$ cat config.mk
export PLATFORM = sky130hd
export DESIGN_NAME = safe_zone_probe
export DESIGN_NICKNAME = d
export VERILOG_FILES = /design/src/rtl/safe_zone_pkg.sv /design/src/rtl/zone_span_calc.sv /design/src/rtl/safe_zone_probe.sv
export SDC_FILE = /design/constraint.sdc
export NUM_CORES = 1
export LEC_CHECK = 0
export ABC_AREA = 1
export BUFFER_PORTS_ARGS = -buffer_cell sky130_fd_sc_hd__buf_2
export CAP_MARGIN = 0
export CORE_MARGIN = 10
export CORE_UTILIZATION = 30
export CTS_CLUSTER_SIZE = 14
export DETAILED_ROUTE_END_ITERATION = 12
export PLACE_DENSITY = 0.43
export SLEW_MARGIN = 0
export SYNTH_ARGS = -nofsm -noshare
export SYNTH_HDL_FRONTEND = slang
export SYNTH_SLANG_ARGS = --single-unit
$ cat constraint.sdc
create_clock -name clk -period 3.23 [get_ports clk]
set_clock_uncertainty 0.15 [all_clocks]
set_input_delay 0.646 -clock clk [delete_from_list [all_inputs] [get_ports clk]]
set_output_delay 0.646 -clock clk [all_outputs]
set_load 0.1 [all_outputs]
$ cat src/rtl/safe_zone_pkg.sv
// Shared screen/map geometry and probe state encoding for the safe-zone map
// and its query-side initiators.
package safe_zone_pkg;

  localparam int SCREEN_WIDTH  = 800;
  localparam int SCREEN_HEIGHT = 600;
  localparam int BLOCK_SIZE    = 10;

  localparam int X_W    = $clog2(SCREEN_WIDTH);
  localparam int Y_W    = $clog2(SCREEN_HEIGHT);
  localparam int GRID_W = SCREEN_WIDTH / BLOCK_SIZE;
  localparam int GRID_H = SCREEN_HEIGHT / BLOCK_SIZE;
  localparam int BX_W   = $clog2(GRID_W);
  localparam int BY_W   = $clog2(GRID_H);

  localparam logic [X_W-1:0] X_MAX = X_W'(SCREEN_WIDTH - 1);
  localparam logic [Y_W-1:0] Y_MAX = Y_W'(SCREEN_HEIGHT - 1);
  localparam logic [X_W-1:0] BS_X  = X_W'(BLOCK_SIZE);
  localparam logic [Y_W-1:0] BS_Y  = Y_W'(BLOCK_SIZE);

  typedef enum logic [1:0] {
    IDLE     = 2'd0,
    WAIT_RDY = 2'd1,
    SCAN     = 2'd2,
    DONE     = 2'd3
  } probe_state_t;

  function automatic logic [X_W-1:0] bx_to_px(input logic [BX_W-1:0] bx);
    return X_W'(bx) * BS_X;
  endfunction

  function automatic logic [Y_W-1:0] by_to_px(input logic [BY_W-1:0] by);
    return Y_W'(by) * BS_Y;
  endfunction

endpackage

$ cat src/rtl/zone_span_calc.sv
// Converts a square box's top-left corner into the inclusive range of map
// blocks it covers, clamped to the screen so no query lands off-map.
module zone_span_calc
  import safe_zone_pkg::*;
#(
  parameter int PLAYER_SIZE = 20
) (
  input  logic [X_W-1:0]  x,
  input  logic [Y_W-1:0]  y,
  output logic [BX_W-1:0] bx0,
  output logic [BX_W-1:0] bx1,
  output logic [BY_W-1:0] by0,
  output logic [BY_W-1:0] by1
);

  localparam logic [X_W:0] EXT_X = (X_W+1)'(PLAYER_SIZE - 1);
  localparam logic [Y_W:0] EXT_Y = (Y_W+1)'(PLAYER_SIZE - 1);

  logic [X_W-1:0] x_c, x_e_c;
  logic [Y_W-1:0] y_c, y_e_c;
  logic [X_W:0]   x_e;
  logic [Y_W:0]   y_e;

  // Off-screen start coordinates are pulled in too, so bx0 never exceeds bx1.
  always_comb begin
    x_c   = (x > X_MAX) ? X_MAX : x;
    y_c   = (y > Y_MAX) ? Y_MAX : y;
    x_e   = {1'b0, x_c} + EXT_X;
    y_e   = {1'b0, y_c} + EXT_Y;
    x_e_c = (x_e > {1'b0, X_MAX}) ? X_MAX : x_e[X_W-1:0];
    y_e_c = (y_e > {1'b0, Y_MAX}) ? Y_MAX : y_e[Y_W-1:0];
    bx0   = BX_W'(x_c / BS_X);
    bx1   = BX_W'(x_e_c / BS_X);
    by0   = BY_W'(y_c / BS_Y);
    by1   = BY_W'(y_e_c / BS_Y);
  end

endmodule

$ cat src/rtl/safe_zone_probe.sv
// Walks every map block under the player's box, queries the safe-zone map
// once per block and reports full / partial / no safe coverage.
//
// state    | meaning
// IDLE     | waiting for i_start
// WAIT_RDY | map regenerating; address parked on the first block
// SCAN     | one block sampled per ready edge, row-major
// DONE     | one-cycle o_done; results valid
module safe_zone_probe
  import safe_zone_pkg::*;
#(
  parameter  int PLAYER_SIZE = 20,
  localparam int MAX_BLK     = (PLAYER_SIZE / BLOCK_SIZE + 2) ** 2,
  localparam int CNT_W       = $clog2(MAX_BLK + 1)
) (
  input  logic             clk,
  input  logic             arst_n,
  input  logic             i_start,
  input  logic [X_W-1:0]   i_player_x,
  input  logic [Y_W-1:0]   i_player_y,
  input  logic             i_zone_rdy,
  output logic [X_W-1:0]   o_zone_x,
  output logic [Y_W-1:0]   o_zone_y,
  input  logic             i_zone_is_safe,
  output logic             o_busy,
  output logic             o_done,
  output logic             o_all_safe,
  output logic             o_any_safe,
  output logic [CNT_W-1:0] o_unsafe_cnt
);

  probe_state_t state, next_state;

  logic [BX_W-1:0]  bx0, bx1;
  logic [BY_W-1:0]  by0, by1;
  logic [X_W-1:0]   x_first, x_last;
  logic [Y_W-1:0]   y_first, y_last;
  logic [CNT_W-1:0] unsafe_acc, unsafe_nxt;
  logic             any_acc;
  logic             load, restart, sample, last_blk;

  zone_span_calc #(.PLAYER_SIZE(PLAYER_SIZE)) u_span (
    .x   (i_player_x),
    .y   (i_player_y),
    .bx0 (bx0),
    .bx1 (bx1),
    .by0 (by0),
    .by1 (by1)
  );

  assign last_blk   = (o_zone_x == x_last) && (o_zone_y == y_last);
  assign unsafe_nxt = unsafe_acc + {{(CNT_W-1){1'b0}}, ~i_zone_is_safe};
  assign o_busy     = (state == WAIT_RDY) || (state == SCAN);
  assign o_done     = (state == DONE);

  always_ff @(posedge clk or negedge arst_n) begin
    if (!arst_n) state <= IDLE;
    else         state <= next_state;
  end

  always_comb begin
    next_state = state;
    load       = 1'b0;
    restart    = 1'b0;
    sample     = 1'b0;
    case (state)
      IDLE: begin
        if (i_start) begin
          load       = 1'b1;
          next_state = i_zone_rdy ? SCAN : WAIT_RDY;
        end
      end
      WAIT_RDY: begin
        if (i_zone_rdy) next_state = SCAN;
      end
      SCAN: begin
        if (!i_zone_rdy) begin
          restart    = 1'b1;
          next_state = WAIT_RDY;
        end else begin
          sample = 1'b1;
          if (last_blk) next_state = DONE;
        end
      end
      DONE:    next_state = IDLE;
      default: next_state = IDLE;
    endcase
  end

  // A ready drop restarts from the first block so a result never mixes maps.
  always_ff @(posedge clk or negedge arst_n) begin
    if (!arst_n) begin
      x_first      <= '0;
      x_last       <= '0;
      y_first      <= '0;
      y_last       <= '0;
      o_zone_x     <= '0;
      o_zone_y     <= '0;
      unsafe_acc   <= '0;
      any_acc      <= 1'b0;
      o_unsafe_cnt <= '0;
      o_all_safe   <= 1'b0;
      o_any_safe   <= 1'b0;
    end else if (load) begin
      x_first    <= bx_to_px(bx0);
      x_last     <= bx_to_px(bx1);
      y_first    <= by_to_px(by0);
      y_last     <= by_to_px(by1);
      o_zone_x   <= bx_to_px(bx0);
      o_zone_y   <= by_to_px(by0);
      unsafe_acc <= '0;
      any_acc    <= 1'b0;
    end else if (restart) begin
      o_zone_x   <= x_first;
      o_zone_y   <= y_first;
      unsafe_acc <= '0;
      any_acc    <= 1'b0;
    end else if (sample) begin
      if (last_blk) begin
        o_unsafe_cnt <= unsafe_nxt;
        o_all_safe   <= (unsafe_nxt == '0);
        o_any_safe   <= any_acc | i_zone_is_safe;
      end else begin
        unsafe_acc <= unsafe_nxt;
        any_acc    <= any_acc | i_zone_is_safe;
        if (o_zone_x == x_last) begin
          o_zone_x <= x_first;
          o_zone_y <= o_zone_y + BS_Y;
        end else begin
          o_zone_x <= o_zone_x + BS_X;
        end
      end
    end
  end

endmodule

==> summary.txt <==
Timing
  • Final period util: 160%
  • Fmax: 193 MHz
  • Final Max Slew Viols: 0
  • Final Hold Vio Count: 0
  • Final min period: 5.17 ns
  • Final WS setup: -1.94 ns
  • Rel. slew slack: 40.9%
  • Final Hold Slack: 0.278 ns
  • Setup violations, final: 54
  • Unrepaired setup endpoints after global routing: yes
  • Worst slew pin tran: 0.886 ns

Power
  • Peak supply drop: 0.743 mV
  • Sequential share of power: 13.9%
  • Lkg Pwr: 6.21 nW
  • Combinational power share: 76.1%
  • Sw Ratio: 48.5%
  • Clk network pwr share: 10.0%
  • Internal power: 5.84 mW
  • Power density over the cells: 915 nW/um^2
  • NetSw: 5.51 mW

Global routing
  • Congestion Overflow GR: 0
  • First-pass GRT wire length: 34.9 mm
  • GRT Util Overall: 13.3%
  • Antenna violations before repair: 0
  • Pin count of the biggest net entering global routing: 70
  • Vias in the first global route: 7423

Die
  • Initial cell density of the core: 30.4%
  • Die area: 31200 um^2
  • Die W: 177 um
  • Die height: 177 um
  • # IOs: 54
  • Core ar.: 24200 um^2
  • Rows: 57

Status
  • Status: finished, violations left
  • Failing checks: setup timing

Synth
  • Mapped Cells: 1079
  • Number of synthesized flops with an enable pin: 0
  • Netlist cell types: 54
  • Syn Area/Cell: 6.83 um^2
  • Asr flop ratio synth: 100%
  • Number of synthesized register bits: 69
  • Register area share after synthesis: 23.4%
  • Ys flop type: dfrtp_1
  • Ys Warns: 0
  • Mapped Area: 7370 um^2

Job
  • Max_cap viols: 0

Cells and area
  • Layout area overhead: 68.2%
  • Post-layout nets: 1509
  • Antenna Cells: 0
  • Post-layout util: 51.1%
  • Fill cells: 2420
  • Non-Filler Instances: 1752
  • Final Instance Area: 12400 um^2
  • Share of post-route cells with drive strength above 1: 52.6%

CTS
  • Root buf cell: clkbuf_16
  • Clock sink total: 69
  • # hold bufs at CTS: 0
  • Cts bufs inserted: 9
  • TritonCTS clock tree: done
  • Worst skew pair latency: 0.33 ns
  • Max Buffers Root-to-Sink: 2
  • Htree depth: 3
  • Clock slew at reported path FFs: 0.06 ns

Setup path
  • CP Launch Type: input pin
  • Worst Setup End Kind: register
  • Arr. time, crit path: 5.22 ns
  • Crit path max-delay cell type: fa_2
  • Most common cell on crit path: nand2_4
  • Worst setup path class: input pin to register
  • Max FO, Critical Path: 6
  • Worst path max stage delay: 0.33 ns
  • Worst EP required: 3.28 ns

Route
  • Drt pass-1 iters: 4
  • Routed wire length: 21.3 mm
  • Via Count: 7773
  • Final ANT Viol Nets: 0
  • DRT iter0 DRCs: 330
  • DRC viols: 0
  • Drt via density: 4.44
  • Wire length per cell: 12.1 um

Hold path
  • Min-Delay Path Class: input pin to asynchronous set/reset pin

Placement
  • RePlAce Congestion: 0.799
  • Port bufs: 51
  • Placed Cells: 1654
  • Final HPWL DP: 16.0 mm
  • Post-Place Worst Slack: -2.40 ns
  • Area post-placement: 10100 um^2
[registers in the layout (all words and copies together) (netlist names)]
| register | flops |
|---|---|
| o_any_safe | 1 |
| any_acc | 1 |
| o_all_safe | 1 |
| x_first | 9 |
| o_zone_x | 9 |
| o_zone_y | 9 |
| unsafe_acc | 5 |
| state | 2 |
| x_last | 9 |
| o_unsafe_cnt | 5 |
| y_last | 9 |
| y_first | 9 |
[cells by family (layout without fill, tap and decap cells)]
logic type | count (synthesis) | count (layout) | synth area share (%)
AND/OR/NAND/NOR | 581 | 581 | 39.2
buffers and inverters | 178 | 526 | 9.54
AO/OA/AOI/OAI | 144 | 144 | 11.6
flip-flops | 69 | 69 | 23.4
adder cells (fa/ha/maj) | 61 | 61 | 10.8
XOR/XNOR | 45 | 45 | 5.45
other | 1 | 2 | 0.0509
[final timing paths]
check	startpoint	to	slack, ns	cells after the start
max	i_player_x[7]	x_last[8]	-1.94	48
min	arst_n	o_zone_y[3]	0.28	1
max reg2reg	o_zone_x[4]	o_zone_x[1]	0.60	13
min reg2reg	o_unsafe_cnt[2]	o_unsafe_cnt[2]	0.32	2
max in group asynchronous	arst_n	x_first[2]	2.06	1
min in group clk	o_unsafe_cnt[2]	o_unsafe_cnt[2]	0.32	2
[layout make-up]
cell class	instances	area [um^2]	share of cell area (%)
Multi-Input combinational cell	833	6540	52.7
Timing Repair Buffer	348	2730	22.0
Sequential cell	69	1730	13.9
Inverter	162	662	5.34
Tap cell	324	405	3.27
Clock buffer	12	246	1.99
Clock inverter	4	95.1	0.767
[power groups by stage]
stage,logic (mW),clock network (mW),registers [mW]
floorplan,4.15,0,2.27
global placement,6.97,0,1.59
detailed placement,6.97,0,1.59
CTS,7.98,1.16,1.58
global route,9.49,1.21,1.63
finish,8.63,1.14,1.58
[routing by layer]
metal | wire, um | global-route usage (%)
met2 | 10400 | 22.5
met1 | 10100 | 17.4
met4 | 250 | 3.12
met5 | 0 | 0
met3 | 482 | 1.86
[synth_stat cells (2+ instances only)]
library cell | number | share of area (%)
nor4_1 | 4 | 0.34
o21ai_0 | 58 | 3.9
ha_1 | 57 | 9.7
or2_2 | 6 | 0.51
o21bai_1 | 2 | 0.20
xor2_1 | 31 | 3.7
nand2_4 | 13 | 2.0
nand2_1 | 263 | 13
nor3_1 | 8 | 0.54
o21ai_1 | 6 | 0.41
a31oi_1 | 16 | 1.4
fa_1 | 4 | 1.1
buf_4 | 3 | 0.31
or2_1 | 2 | 0.17
a21oi_1 | 30 | 2.0
a22o_1 | 2 | 0.24
nand3b_1 | 3 | 0.31
nand2_2 | 69 | 5.9
inv_2 | 26 | 1.3
nand4_1 | 12 | 1.0
a21oi_2 | 2 | 0.24
o211ai_1 | 8 | 0.81
nand3_4 | 2 | 0.48
nor2_2 | 10 | 0.85
o31ai_1 | 3 | 0.31
nand3_2 | 20 | 2.7
clkbuf_1 | 10 | 0.51
buf_6 | 2 | 0.31
o21ai_2 | 6 | 0.71
dfrtp_1 | 69 | 23
o21a_1 | 2 | 0.20
inv_1 | 131 | 6.7
nor2_1 | 85 | 4.3
clkinv_1 | 3 | 0.15
xnor2_1 | 13 | 1.5
nand3_1 | 75 | 5.1
nor2_4 | 5 | 0.76
o211ai_2 | 2 | 0.34
[placed cells by master (no fill, tap or decap), types with 13 or more instances in the layout]
cell type,synthesis,routed
dfrtp_1,69,69
xor2_1,31,27
nand3_1,75,55
buf_6,2,38
nor2_1,85,66
nor2_2,10,13
a21oi_2,2,17
nand3_2,20,23
nand2_2,69,88
o21ai_0,58,35
o21ai_1,6,20
inv_2,26,46
buf_4,3,263
inv_1,131,101
buf_2,1,40
nand2_1,263,182
nand2_4,13,71
ha_4,0,23
nand3_4,2,19
ha_1,57,33
nor2_4,5,21
[stage by stage]
step | power [mW] | setup TNS [ns]
after floorplan | 6.42 | -61.74
after global placement | 8.56 | -90.79
after detailed placement | 8.56 | -91.75
after CTS | 10.7 | -62.56
after global routing | 12.3 | -77.15
final | 11.3 | -62.20
[critical path: cells and delay by family]
family | cells | cell delay, ns
compound gates | 3 | 0.25
xor+xnor | 1 | 0.13
fa+ha+maj | 4 | 0.76
buf+inv | 8 | 0.60
simple gates | 32 | 2.83
[timing repair]
| action | in CTS | in global routing |
|---|---|---|
| buffers inserted | 68 | 29 |
| endpoints found under the setup margin | 54 | 54 |
| gates resized for setup | 163 | 150 |
| pin swaps | 133 | 123 |
Power figures use the tool's default switching activity.
